**src/rtl/red_pitaya_sort_pkg.sv**
```systemverilog
// ---------------------------------------------------------------------------
// red_pitaya_sort_pkg
//   Shared definitions for the sort pulser: FSM state encoding, bus register
//   map (20-bit decoded offsets) and reset defaults of the timing registers.
//   No ports (package).
// ---------------------------------------------------------------------------
package red_pitaya_sort_pkg;

  // Encoding is visible to software through the status register.
  typedef enum logic [1:0] {
    ST_IDLE    = 2'd0,
    ST_DELAY   = 2'd1,
    ST_FIRE    = 2'd2,
    ST_HOLDOFF = 2'd3
  } sort_state_t;

  // Register map
  localparam logic [19:0] ADDR_DELAY   = 20'h0_0000;
  localparam logic [19:0] ADDR_WIDTH   = 20'h0_0004;
  localparam logic [19:0] ADDR_HOLDOFF = 20'h0_0008;
  localparam logic [19:0] ADDR_CTRL    = 20'h0_000C;
  localparam logic [19:0] ADDR_STATUS  = 20'h0_0010;
  localparam logic [19:0] ADDR_FIRED   = 20'h0_0014;
  localparam logic [19:0] ADDR_DROPPED = 20'h0_0018;
  localparam logic [19:0] ADDR_TSTAMP  = 20'h0_001C;

  // Reset defaults in adc_clk cycles (10 us pulse, 100 us dead time @125 MHz)
  localparam logic [31:0] RST_DELAY   = 32'd0;
  localparam logic [31:0] RST_WIDTH   = 32'd1250;
  localparam logic [31:0] RST_HOLDOFF = 32'd12500;

endpackage

```
**src/rtl/red_pitaya_sort_timer.sv**
```systemverilog
// ---------------------------------------------------------------------------
// red_pitaya_sort_timer
//   Loadable TW-bit down-counter shared by the DELAY, FIRE and HOLDOFF
//   phases. Loading N makes o_done rise after N enabled cycles, so a phase
//   lasting L cycles is loaded with L-1.
// Ports
//   i_clk      clock
//   i_rstn     asynchronous active-low reset
//   i_load     load i_load_val (has priority over counting)
//   i_load_val value to load
//   i_en       count down while enabled (stops at zero)
//   o_done     counter is zero
// ---------------------------------------------------------------------------
module red_pitaya_sort_timer #(
  parameter int TW = 24
) (
  input  logic          i_clk,
  input  logic          i_rstn,
  input  logic          i_load,
  input  logic [TW-1:0] i_load_val,
  input  logic          i_en,
  output logic          o_done
);

  logic [TW-1:0] r_cnt;

  // Down-counter with load priority, saturating at zero
  always_ff @(posedge i_clk or negedge i_rstn) begin
    if (!i_rstn) begin
      r_cnt <= {TW{1'b0}};
    end else if (i_load) begin
      r_cnt <= i_load_val;
    end else if (i_en && (r_cnt != {TW{1'b0}})) begin
      r_cnt <= r_cnt - TW'(1'b1);
    end
  end

  assign o_done = (r_cnt == {TW{1'b0}});

endmodule

```
**src/rtl/red_pitaya_sort_pulser.sv**
```systemverilog
// ---------------------------------------------------------------------------
// red_pitaya_sort_pulser
//   Turns each rising edge of sort_trig_i (or a software trigger) into one
//   actuation pulse: optional delay, pulse of max(width,1) cycles, then a
//   dead time. Requests arriving while busy are counted as dropped.
//   Build option: define SORT_PULSER_TSTAMP_EN to add a free-running cycle
//   counter latched on each pulse start (readable at 0x1C).
// Ports
//   adc_clk_i   ADC clock (only clock)
//   adc_rstn_i  asynchronous active-low reset
//   sort_trig_i sort request level, synchronous to adc_clk_i
//   pulse_o     actuation pulse to the ASG trigger
//   busy_o      high whenever the FSM is not idle
//   sys_*       system bus slave (addr/wdata/sel/wen/ren in, rdata/err/ack out)
// ---------------------------------------------------------------------------
module red_pitaya_sort_pulser
  import red_pitaya_sort_pkg::*;
#(
  parameter int TW  = 24,
  parameter int CNW = 32
) (
  input  logic        adc_clk_i,
  input  logic        adc_rstn_i,
  input  logic        sort_trig_i,
  output logic        pulse_o,
  output logic        busy_o,
  input  logic [31:0] sys_addr,
  input  logic [31:0] sys_wdata,
  input  logic [3:0]  sys_sel,
  input  logic        sys_wen,
  input  logic        sys_ren,
  output logic [31:0] sys_rdata,
  output logic        sys_err,
  output logic        sys_ack
);

  // phase length L -> timer load value L-1, with L clamped to at least 1
  function automatic logic [TW-1:0] f_len_m1(input logic [TW-1:0] v);
    if (v == {TW{1'b0}}) begin
      return {TW{1'b0}};
    end else begin
      return v - TW'(1'b1);
    end
  endfunction

  // ---------------- configuration registers ----------------
  logic [19:0]   w_addr;
  logic          w_wr_ctrl;
  logic [TW-1:0] r_delay;
  logic [TW-1:0] r_width;
  logic [TW-1:0] r_holdoff;
  logic          r_enable;
  logic          r_soft_trig;
  logic          r_clr_cnt;

  assign w_addr    = sys_addr[19:0];
  assign w_wr_ctrl = sys_wen & (w_addr == ADDR_CTRL);

  // Bus writes to config registers; soft_trig/clear_cnt are one-cycle pulses
  always_ff @(posedge adc_clk_i or negedge adc_rstn_i) begin
    if (!adc_rstn_i) begin
      r_delay     <= RST_DELAY[TW-1:0];
      r_width     <= RST_WIDTH[TW-1:0];
      r_holdoff   <= RST_HOLDOFF[TW-1:0];
      r_enable    <= 1'b0;
      r_soft_trig <= 1'b0;
      r_clr_cnt   <= 1'b0;
    end else begin
      r_soft_trig <= w_wr_ctrl & sys_wdata[1];
      r_clr_cnt   <= w_wr_ctrl & sys_wdata[2];
      if (sys_wen) begin
        case (w_addr)
          ADDR_DELAY:   r_delay   <= sys_wdata[TW-1:0];
          ADDR_WIDTH:   r_width   <= sys_wdata[TW-1:0];
          ADDR_HOLDOFF: r_holdoff <= sys_wdata[TW-1:0];
          ADDR_CTRL:    r_enable  <= sys_wdata[0];
          default:      ;
        endcase
      end
    end
  end

  // ---------------- request detection ----------------
  logic r_trig_q;
  logic w_req;
  logic w_enable_nxt;

  // Previous trigger level for rising-edge detection
  always_ff @(posedge adc_clk_i or negedge adc_rstn_i) begin
    if (!adc_rstn_i) begin
      r_trig_q <= 1'b0;
    end else begin
      r_trig_q <= sort_trig_i;
    end
  end

  assign w_req = (sort_trig_i & ~r_trig_q) | r_soft_trig;
  // Looking at the enable value being written lets a disable abort the
  // pulse on the very next cycle instead of one cycle later.
  assign w_enable_nxt = w_wr_ctrl ? sys_wdata[0] : r_enable;

  // ---------------- FSM ----------------
  sort_state_t   r_state;
  sort_state_t   w_state_nxt;
  logic          r_pulse;
  logic          r_busy;
  logic [TW-1:0] r_sh_width;
  logic [TW-1:0] r_sh_holdoff;
  logic          w_shadow_load;
  logic          w_tmr_load;
  logic [TW-1:0] w_tmr_val;
  logic          w_tmr_en;
  logic          w_tmr_done;
  logic          w_fire_entry;
  logic          w_drop;

  // Next-state, timer load and shadow capture decisions
  always_comb begin
    w_state_nxt   = r_state;
    w_tmr_load    = 1'b0;
    w_tmr_val     = {TW{1'b0}};
    w_shadow_load = 1'b0;
    case (r_state)
      ST_IDLE: begin
        if (w_req && r_enable) begin
          w_shadow_load = 1'b1;
          w_tmr_load    = 1'b1;
          // delay goes straight into the timer, so it needs no shadow copy
          if (r_delay == {TW{1'b0}}) begin
            w_state_nxt = ST_FIRE;
            w_tmr_val   = f_len_m1(r_width);
          end else begin
            w_state_nxt = ST_DELAY;
            w_tmr_val   = f_len_m1(r_delay);
          end
        end else begin
          w_state_nxt = ST_IDLE;
        end
      end
      ST_DELAY: begin
        if (w_tmr_done) begin
          w_state_nxt = ST_FIRE;
          w_tmr_load  = 1'b1;
          w_tmr_val   = f_len_m1(r_sh_width);
        end else begin
          w_state_nxt = ST_DELAY;
        end
      end
      ST_FIRE: begin
        if (w_tmr_done) begin
          if (r_sh_holdoff == {TW{1'b0}}) begin
            w_state_nxt = ST_IDLE;
          end else begin
            w_state_nxt = ST_HOLDOFF;
            w_tmr_load  = 1'b1;
            w_tmr_val   = f_len_m1(r_sh_holdoff);
          end
        end else begin
          w_state_nxt = ST_FIRE;
        end
      end
      ST_HOLDOFF: begin
        if (w_tmr_done) begin
          w_state_nxt = ST_IDLE;
        end else begin
          w_state_nxt = ST_HOLDOFF;
        end
      end
      default: begin
        w_state_nxt = ST_IDLE;
      end
    endcase
    // disabling overrides everything, including a same-cycle accept
    if (!w_enable_nxt) begin
      w_state_nxt = ST_IDLE;
    end else begin
      w_state_nxt = w_state_nxt;
    end
  end

  assign w_tmr_en     = (r_state != ST_IDLE);
  assign w_fire_entry = (w_state_nxt == ST_FIRE) && (r_state != ST_FIRE);
  assign w_drop       = w_req && (r_state != ST_IDLE) && w_enable_nxt;

  // State register; pulse/busy registered from next state so they align with it
  always_ff @(posedge adc_clk_i or negedge adc_rstn_i) begin
    if (!adc_rstn_i) begin
      r_state <= ST_IDLE;
      r_pulse <= 1'b0;
      r_busy  <= 1'b0;
    end else begin
      r_state <= w_state_nxt;
      r_pulse <= (w_state_nxt == ST_FIRE);
      r_busy  <= (w_state_nxt != ST_IDLE);
    end
  end

  // Shadow copies so register writes while busy only affect the next request
  always_ff @(posedge adc_clk_i or negedge adc_rstn_i) begin
    if (!adc_rstn_i) begin
      r_sh_width   <= RST_WIDTH[TW-1:0];
      r_sh_holdoff <= RST_HOLDOFF[TW-1:0];
    end else if (w_shadow_load) begin
      r_sh_width   <= r_width;
      r_sh_holdoff <= r_holdoff;
    end
  end

  red_pitaya_sort_timer #(
    .TW (TW)
  ) u_timer (
    .i_clk      (adc_clk_i),
    .i_rstn     (adc_rstn_i),
    .i_load     (w_tmr_load),
    .i_load_val (w_tmr_val),
    .i_en       (w_tmr_en),
    .o_done     (w_tmr_done)
  );

  // ---------------- event counters ----------------
  logic [CNW-1:0] r_fired_cnt;
  logic [CNW-1:0] r_dropped_cnt;

  // Saturating fired/dropped counters; clear wins over a same-cycle increment
  always_ff @(posedge adc_clk_i or negedge adc_rstn_i) begin
    if (!adc_rstn_i) begin
      r_fired_cnt   <= {CNW{1'b0}};
      r_dropped_cnt <= {CNW{1'b0}};
    end else if (r_clr_cnt) begin
      r_fired_cnt   <= {CNW{1'b0}};
      r_dropped_cnt <= {CNW{1'b0}};
    end else begin
      if (w_fire_entry && (r_fired_cnt != {CNW{1'b1}})) begin
        r_fired_cnt <= r_fired_cnt + CNW'(1'b1);
      end
      if (w_drop && (r_dropped_cnt != {CNW{1'b1}})) begin
        r_dropped_cnt <= r_dropped_cnt + CNW'(1'b1);
      end
    end
  end

`ifdef SORT_PULSER_TSTAMP_EN
  logic [31:0] r_tstamp_cnt;
  logic [31:0] r_tstamp;

  // Free-running cycle counter and its snapshot at each pulse start
  always_ff @(posedge adc_clk_i or negedge adc_rstn_i) begin
    if (!adc_rstn_i) begin
      r_tstamp_cnt <= 32'd0;
      r_tstamp     <= 32'd0;
    end else begin
      r_tstamp_cnt <= r_tstamp_cnt + 32'd1;
      if (r_clr_cnt) begin
        r_tstamp <= 32'd0;
      end else if (w_fire_entry) begin
        r_tstamp <= r_tstamp_cnt;
      end
    end
  end
`endif

  // ---------------- bus read side ----------------
  logic [31:0] w_rdata;
  logic [31:0] r_rdata;
  logic        r_ack;
  logic        w_unused_bits;

  // Read mux; unmapped offsets read zero
  always_comb begin
    w_rdata = 32'd0;
    case (w_addr)
      ADDR_DELAY:   w_rdata = 32'(r_delay);
      ADDR_WIDTH:   w_rdata = 32'(r_width);
      ADDR_HOLDOFF: w_rdata = 32'(r_holdoff);
      ADDR_CTRL:    w_rdata = {31'd0, r_enable};
      ADDR_STATUS:  w_rdata = {29'd0, r_pulse, r_state};
      ADDR_FIRED:   w_rdata = 32'(r_fired_cnt);
      ADDR_DROPPED: w_rdata = 32'(r_dropped_cnt);
`ifdef SORT_PULSER_TSTAMP_EN
      ADDR_TSTAMP:  w_rdata = r_tstamp;
`endif
      default:      w_rdata = 32'd0;
    endcase
  end

  // Ack one cycle after any access, read data registered alongside
  always_ff @(posedge adc_clk_i or negedge adc_rstn_i) begin
    if (!adc_rstn_i) begin
      r_ack   <= 1'b0;
      r_rdata <= 32'd0;
    end else begin
      r_ack   <= sys_wen | sys_ren;
      r_rdata <= sys_ren ? w_rdata : 32'd0;
    end
  end

  // byte selects and upper address bits are intentionally not decoded
  assign w_unused_bits = ^{sys_sel, sys_addr[31:20], sys_wdata};

  assign pulse_o   = r_pulse;
  assign busy_o    = r_busy;
  assign sys_rdata = r_rdata;
  assign sys_ack   = r_ack;
  assign sys_err   = 1'b0;

endmodule

```
**config.mk**
```make
export PLATFORM = sky130hd
export DESIGN_NAME = red_pitaya_sort_pulser
export DESIGN_NICKNAME = d
export VERILOG_FILES = /design/src/rtl/red_pitaya_sort_pkg.sv /design/src/rtl/red_pitaya_sort_timer.sv /design/src/rtl/red_pitaya_sort_pulser.sv
export SDC_FILE = /design/constraint.sdc
export NUM_CORES = 1
export LEC_CHECK = 0
export BUFFER_PORTS_ARGS = -buffer_cell sky130_fd_sc_hd__buf_2
export CAP_MARGIN = 25
export CORE_MARGIN = 4
export CORE_UTILIZATION = 45
export DETAILED_ROUTE_END_ITERATION = 7
export PLACE_DENSITY_LB_ADDON = 0.25
export SYNTH_ARGS = -nofsm -noshare
export SYNTH_HDL_FRONTEND = slang
export SYNTH_SLANG_ARGS = --single-unit
```
**constraint.sdc**
```tcl
create_clock -name adc_clk_i -period 3.2 [get_ports adc_clk_i]
set_input_delay 0.16 -clock adc_clk_i [delete_from_list [all_inputs] [get_ports adc_clk_i]]
set_output_delay 0.16 -clock adc_clk_i [all_outputs]
set_load 0.01 [all_outputs]
```
==> reports/results.tsv <==
stage	metric	value	unit
outcome	status	complete, no violations	
pwr	PwrDens	411	nW/µm²
logic_synthesis	post-synth top area share	41.7	%
floorplanning	total die area	33100	µm²
logic_synthesis	Post-Syn Area	13600	µm²
floorplanning	starting density of the core	45.8	%
critical_path	Worst Path Required	3.61	ns
floorplanning	num rows	63	
pwr	Sw Pwr	0.00143	W
critical_path	CP Launch Type	register	
critical_path	r2r endpoint	u_timer.r_cnt[4]$_DFFE_PN0P_	
logic_synthesis	Mapped Cells	1335	
logic_synthesis	Synth area leader	dfrtp_1	
pwr	P_leak	7.50	nW
logic_synthesis	Syn. warnings	0	
drt	DRT iter0 DRCs	944	
clock_network	CTS H-tree lvls	1	
sta	Final Cycle Share	96.4	%
clock_network	Max Buffers Root-to-Sink	3	
layout	area grow syn2layout	18.8	%
hold_path	Hold Crit Class	primary input to register	
pwr	P_int	0.00522	W
run	Max-cap violations	0	
pwr	Clock Power Share	50.2	%
drt	Vias	11400	
hold_path	Hold Path Stages	4	
clock_network	CTS root buffer	clkbuf_16	
critical_path	WS Path Type	register to register	
layout	share of cells above drive strength 1	25.0	%
clock_network	clock latency on the worst-skew pair	0.55	ns
drt	final WL	40900	µm
logic_synthesis	Netlist cell types	77	
logic_synthesis	Main synth FF type	dfrtp_1	
critical_path	R2R Setup Slk	0.12	ns
placement	HPWL after DPL	29700	µm
layout	filler cell count	2679	
global_routing	GRT Total Usage	24.0	%
global_routing	Remaining Overflow, GRT	0	
sta	Tmin final	3.08	ns
sta	worst clock skew	0.0144	ns
layout	Final nets	1574	
critical_path	Worst setup EP type	register	
drt	DRC	0	
clock_network	clk slew on worst S/H paths	0.06	ns
sta	Max Fclk	0.324	GHz
global_routing	first-pass GRT wire length	63100	µm
layout	utilization after layout	54.4	%
sta	final setup TNS	0	ns
critical_path	Crit Path Max Fanout	10	
pwr	sequential share of power	47.4	%
floorplanning	Core ar.	29800	µm²
logic_synthesis	register area share after synthesis	45.9	%
hold_path	hold path start	sys_addr[11]	
sta	slew at the pin closest to its max-slew limit	0.958	ns
sta	relative slew slack	36.2	%
clock_network	Num CTS Buffers	28	
critical_path	worst reg2reg path depth	9	
logic_synthesis	Seq cells post-synth	249	
layout	Antenna Cells	0	
placement	routability cong.	0.955	
logic_synthesis	Post-Syn Nets	1420	
critical_path	worst r2r src	r_sh_width[18]$_DFFE_PN0P_	
logic_synthesis	asr flop ratio synth	100	%
placement	I/O Buffers	83	
floorplanning	overall die height	182	µm
drt	wire length per cell	21.5	µm
clock_network	CTS tree	built	
logic_synthesis	synth top area cells	dfrtp_1, mux2_2, xor2_1	
sta	final setup vio count	0	
floorplanning	Die Width	182	µm
sta	unrepaired setup endpoints after global routing	false	
floorplanning	Top Ports	109	
critical_path	WP data arrival	3.50	ns
global_routing	initial antenna violation count	0	
global_routing	largest net degree at the start of global routing	108	
global_routing	vias in the first global route	11100	
drt	ANT nets after route	0	
logic_synthesis	syn avg cell area	10.2	µm²
pwr	switching portion of total power	21.6	%
hold_path	Hold EP	r_clr_cnt$_DFF_PN0_	
pwr	Comb power frac	2.4	%
drt	vias per cell	5.99	
logic_synthesis	EDFF count, synth	0	
clock_network	Clock Sinks	249	
pwr	worst ir drop on vdd	0.385	mV
sta	max-slew violations	0	
sta	final hold viol count	0	
drt	DR pass1 iterations	7	
[registers in the layout, indices dropped and copies added, names as in the netlist, 2 cells and up]
signal         count
r_state            2
r_width           24
r_dropped_cnt     32
r_delay           24
sys_rdata         32
r_sh_holdoff      24
r_fired_cnt       32
r_sh_width        24
u_timer.r_cnt     24
r_holdoff         24
[final cells by class]
class	count	area, µm²	area share, %
Timing Repair Buffer	197	1390	8.57
Sequential cell	249	6260	38.6
Tap cell	390	488	3.01
Inverter	23	86.3	0.533
Multi-Input combinational cell	990	7020	43.3
Clock buffer	36	762	4.70
Clock inverter	15	198	1.22
[critical path: stages (launching register included)]
cell       delay [ns]
dfrtp_1          0.40
or3_1            0.40
or2_1            0.26
or4_1            0.54
o311ai_4         0.37
buf_12           0.17
o22ai_1          0.06
a2111oi_0        0.51
buf_4            0.21
a31oi_1          0.04
[layout by cell type (no fill, tap or decap), types with 6 or more instances in the layout]
cell	n
a2111oi_0	7
a21oi_1	68
a222oi_1	21
a22oi_1	38
and2_1	6
and3_1	25
buf_2	82
buf_4	83
clkbuf_1	6
clkbuf_16	29
dfrtp_1	226
dfstp_2	22
dlygate4sd3_1	28
ha_1	12
inv_1	23
mux2_1	11
mux2_2	116
mux2i_1	7
nand2_1	57
nand2b_1	12
nand3_1	44
nand4_1	32
nor2_1	131
nor2b_1	21
nor3_1	41
nor4_1	33
o21ai_0	26
o22ai_1	18
o31ai_1	6
or3_1	27
or4_1	18
xnor2_1	57
xor2_1	75
[cells in the mapped netlist, types with 4 or more instances]
library cell  count
dfrtp_1         227
nor2_1          133
mux2_2          116
xor2_1           75
a21oi_1          68
clkbuf_1         58
nand2_1          57
xnor2_1          57
nand3_1          44
nor3_1           42
a22oi_1          38
nor4_1           33
nand4_1          32
or3_1            27
o21ai_0          26
and3_1           25
inv_1            23
dfstp_2          22
a222oi_1         21
nor2b_1          21
o22ai_1          18
or4_1            18
ha_1             12
nand2b_1         12
mux2_1           11
buf_1            10
a2111oi_0         8
mux2i_1           7
and2_1            6
o31ai_1           6
a211o_1           4
nor4_4            4
nor4b_1           4
o221ai_1          4
or2_2             4
[what timing repair did]
item | CTS | global route
hold buffers | 28 | 0
hold endpoints to repair | 161 | 0
endpoints found under the setup margin | 0 | 8
resized for setup | 0 | 2
setup buffers | 0 | 2
[layer usage]
layer  global-route usage (%)  wire length (µm)  vias to the layer above
met2                     37.9             18800                      396
li1                         -                 -                     5221
met3                     2.93              2350                       67
met5                        0                 0                        -
met1                     35.4             18600                     5700
met4                     5.97              1080                        0
[worst max path at each step]
stage | start | endpoint | cells after the start
6_report | r_sh_width[18]$_DFFE_PN0P_ | u_timer.r_cnt[4]$_DFFE_PN0P_ | 9
5_1_grt | u_timer.r_cnt[9]$_DFFE_PN0P_ | r_fired_cnt[24]$_DFFE_PN0P_ | 7
4_1_cts | u_timer.r_cnt[17]$_DFFE_PN0P_ | r_fired_cnt[21]$_DFFE_PN0P_ | 7
3_5_place_dp | r_sh_width[18]$_DFFE_PN0P_ | u_timer.r_cnt[11]$_DFFE_PN0P_ | 7
3_3_place_gp | u_timer.r_cnt[17]$_DFFE_PN0P_ | u_timer.r_cnt[11]$_DFFE_PN0P_ | 8
2_1_floorplan | u_timer.r_cnt[17]$_DFFE_PN0P_ | r_fired_cnt[21]$_DFFE_PN0P_ | 8
[power by group through the flow]
stage | clock network (W) | logic [W] | registers [W]
floorplan | 0 | 0.0000133 | 0.00321
finish | 0.00334 | 0.000159 | 0.00315
CTS | 0.00340 | 0.000163 | 0.00315
global route | 0.00354 | 0.000179 | 0.00315
detailed placement | 0 | 0.000137 | 0.00321
global placement | 0 | 0.000135 | 0.00321
[cells by family (layout without fill, tap and decap cells)]
family	after synthesis	in the layout	share of synthesized area [%]
simple gates	487	487	19.4
mux	134	134	11.0
xor+xnor	132	132	8.48
fa+ha+maj	12	12	1.10
flops	249	249	45.9
other cells	1	1	0.0275
buf+inv	96	271	2.73
compound gates	224	224	11.3
[per-stage QoR]
step / instance area (µm²) / hold WS [ns] / std cells / total power (W) / worst slack, ns
CTS: 16200 / 0.103 / 1898 / 0.00671 / 0.0341
floorplan: 13600 / -0.136 / 1335 / 0.00322 / 0.448
global route: 16200 / 0.149 / 1900 / 0.00687 / 0.00522
finish: 16200 / 0.123 / 1900 / 0.00665 / 0.116
global placement: 14900 / 0.282 / 1819 / 0.00334 / 0.102
detailed placement: 14900 / 0.281 / 1819 / 0.00334 / 0.0595
(Power assumes the default switching activity.)
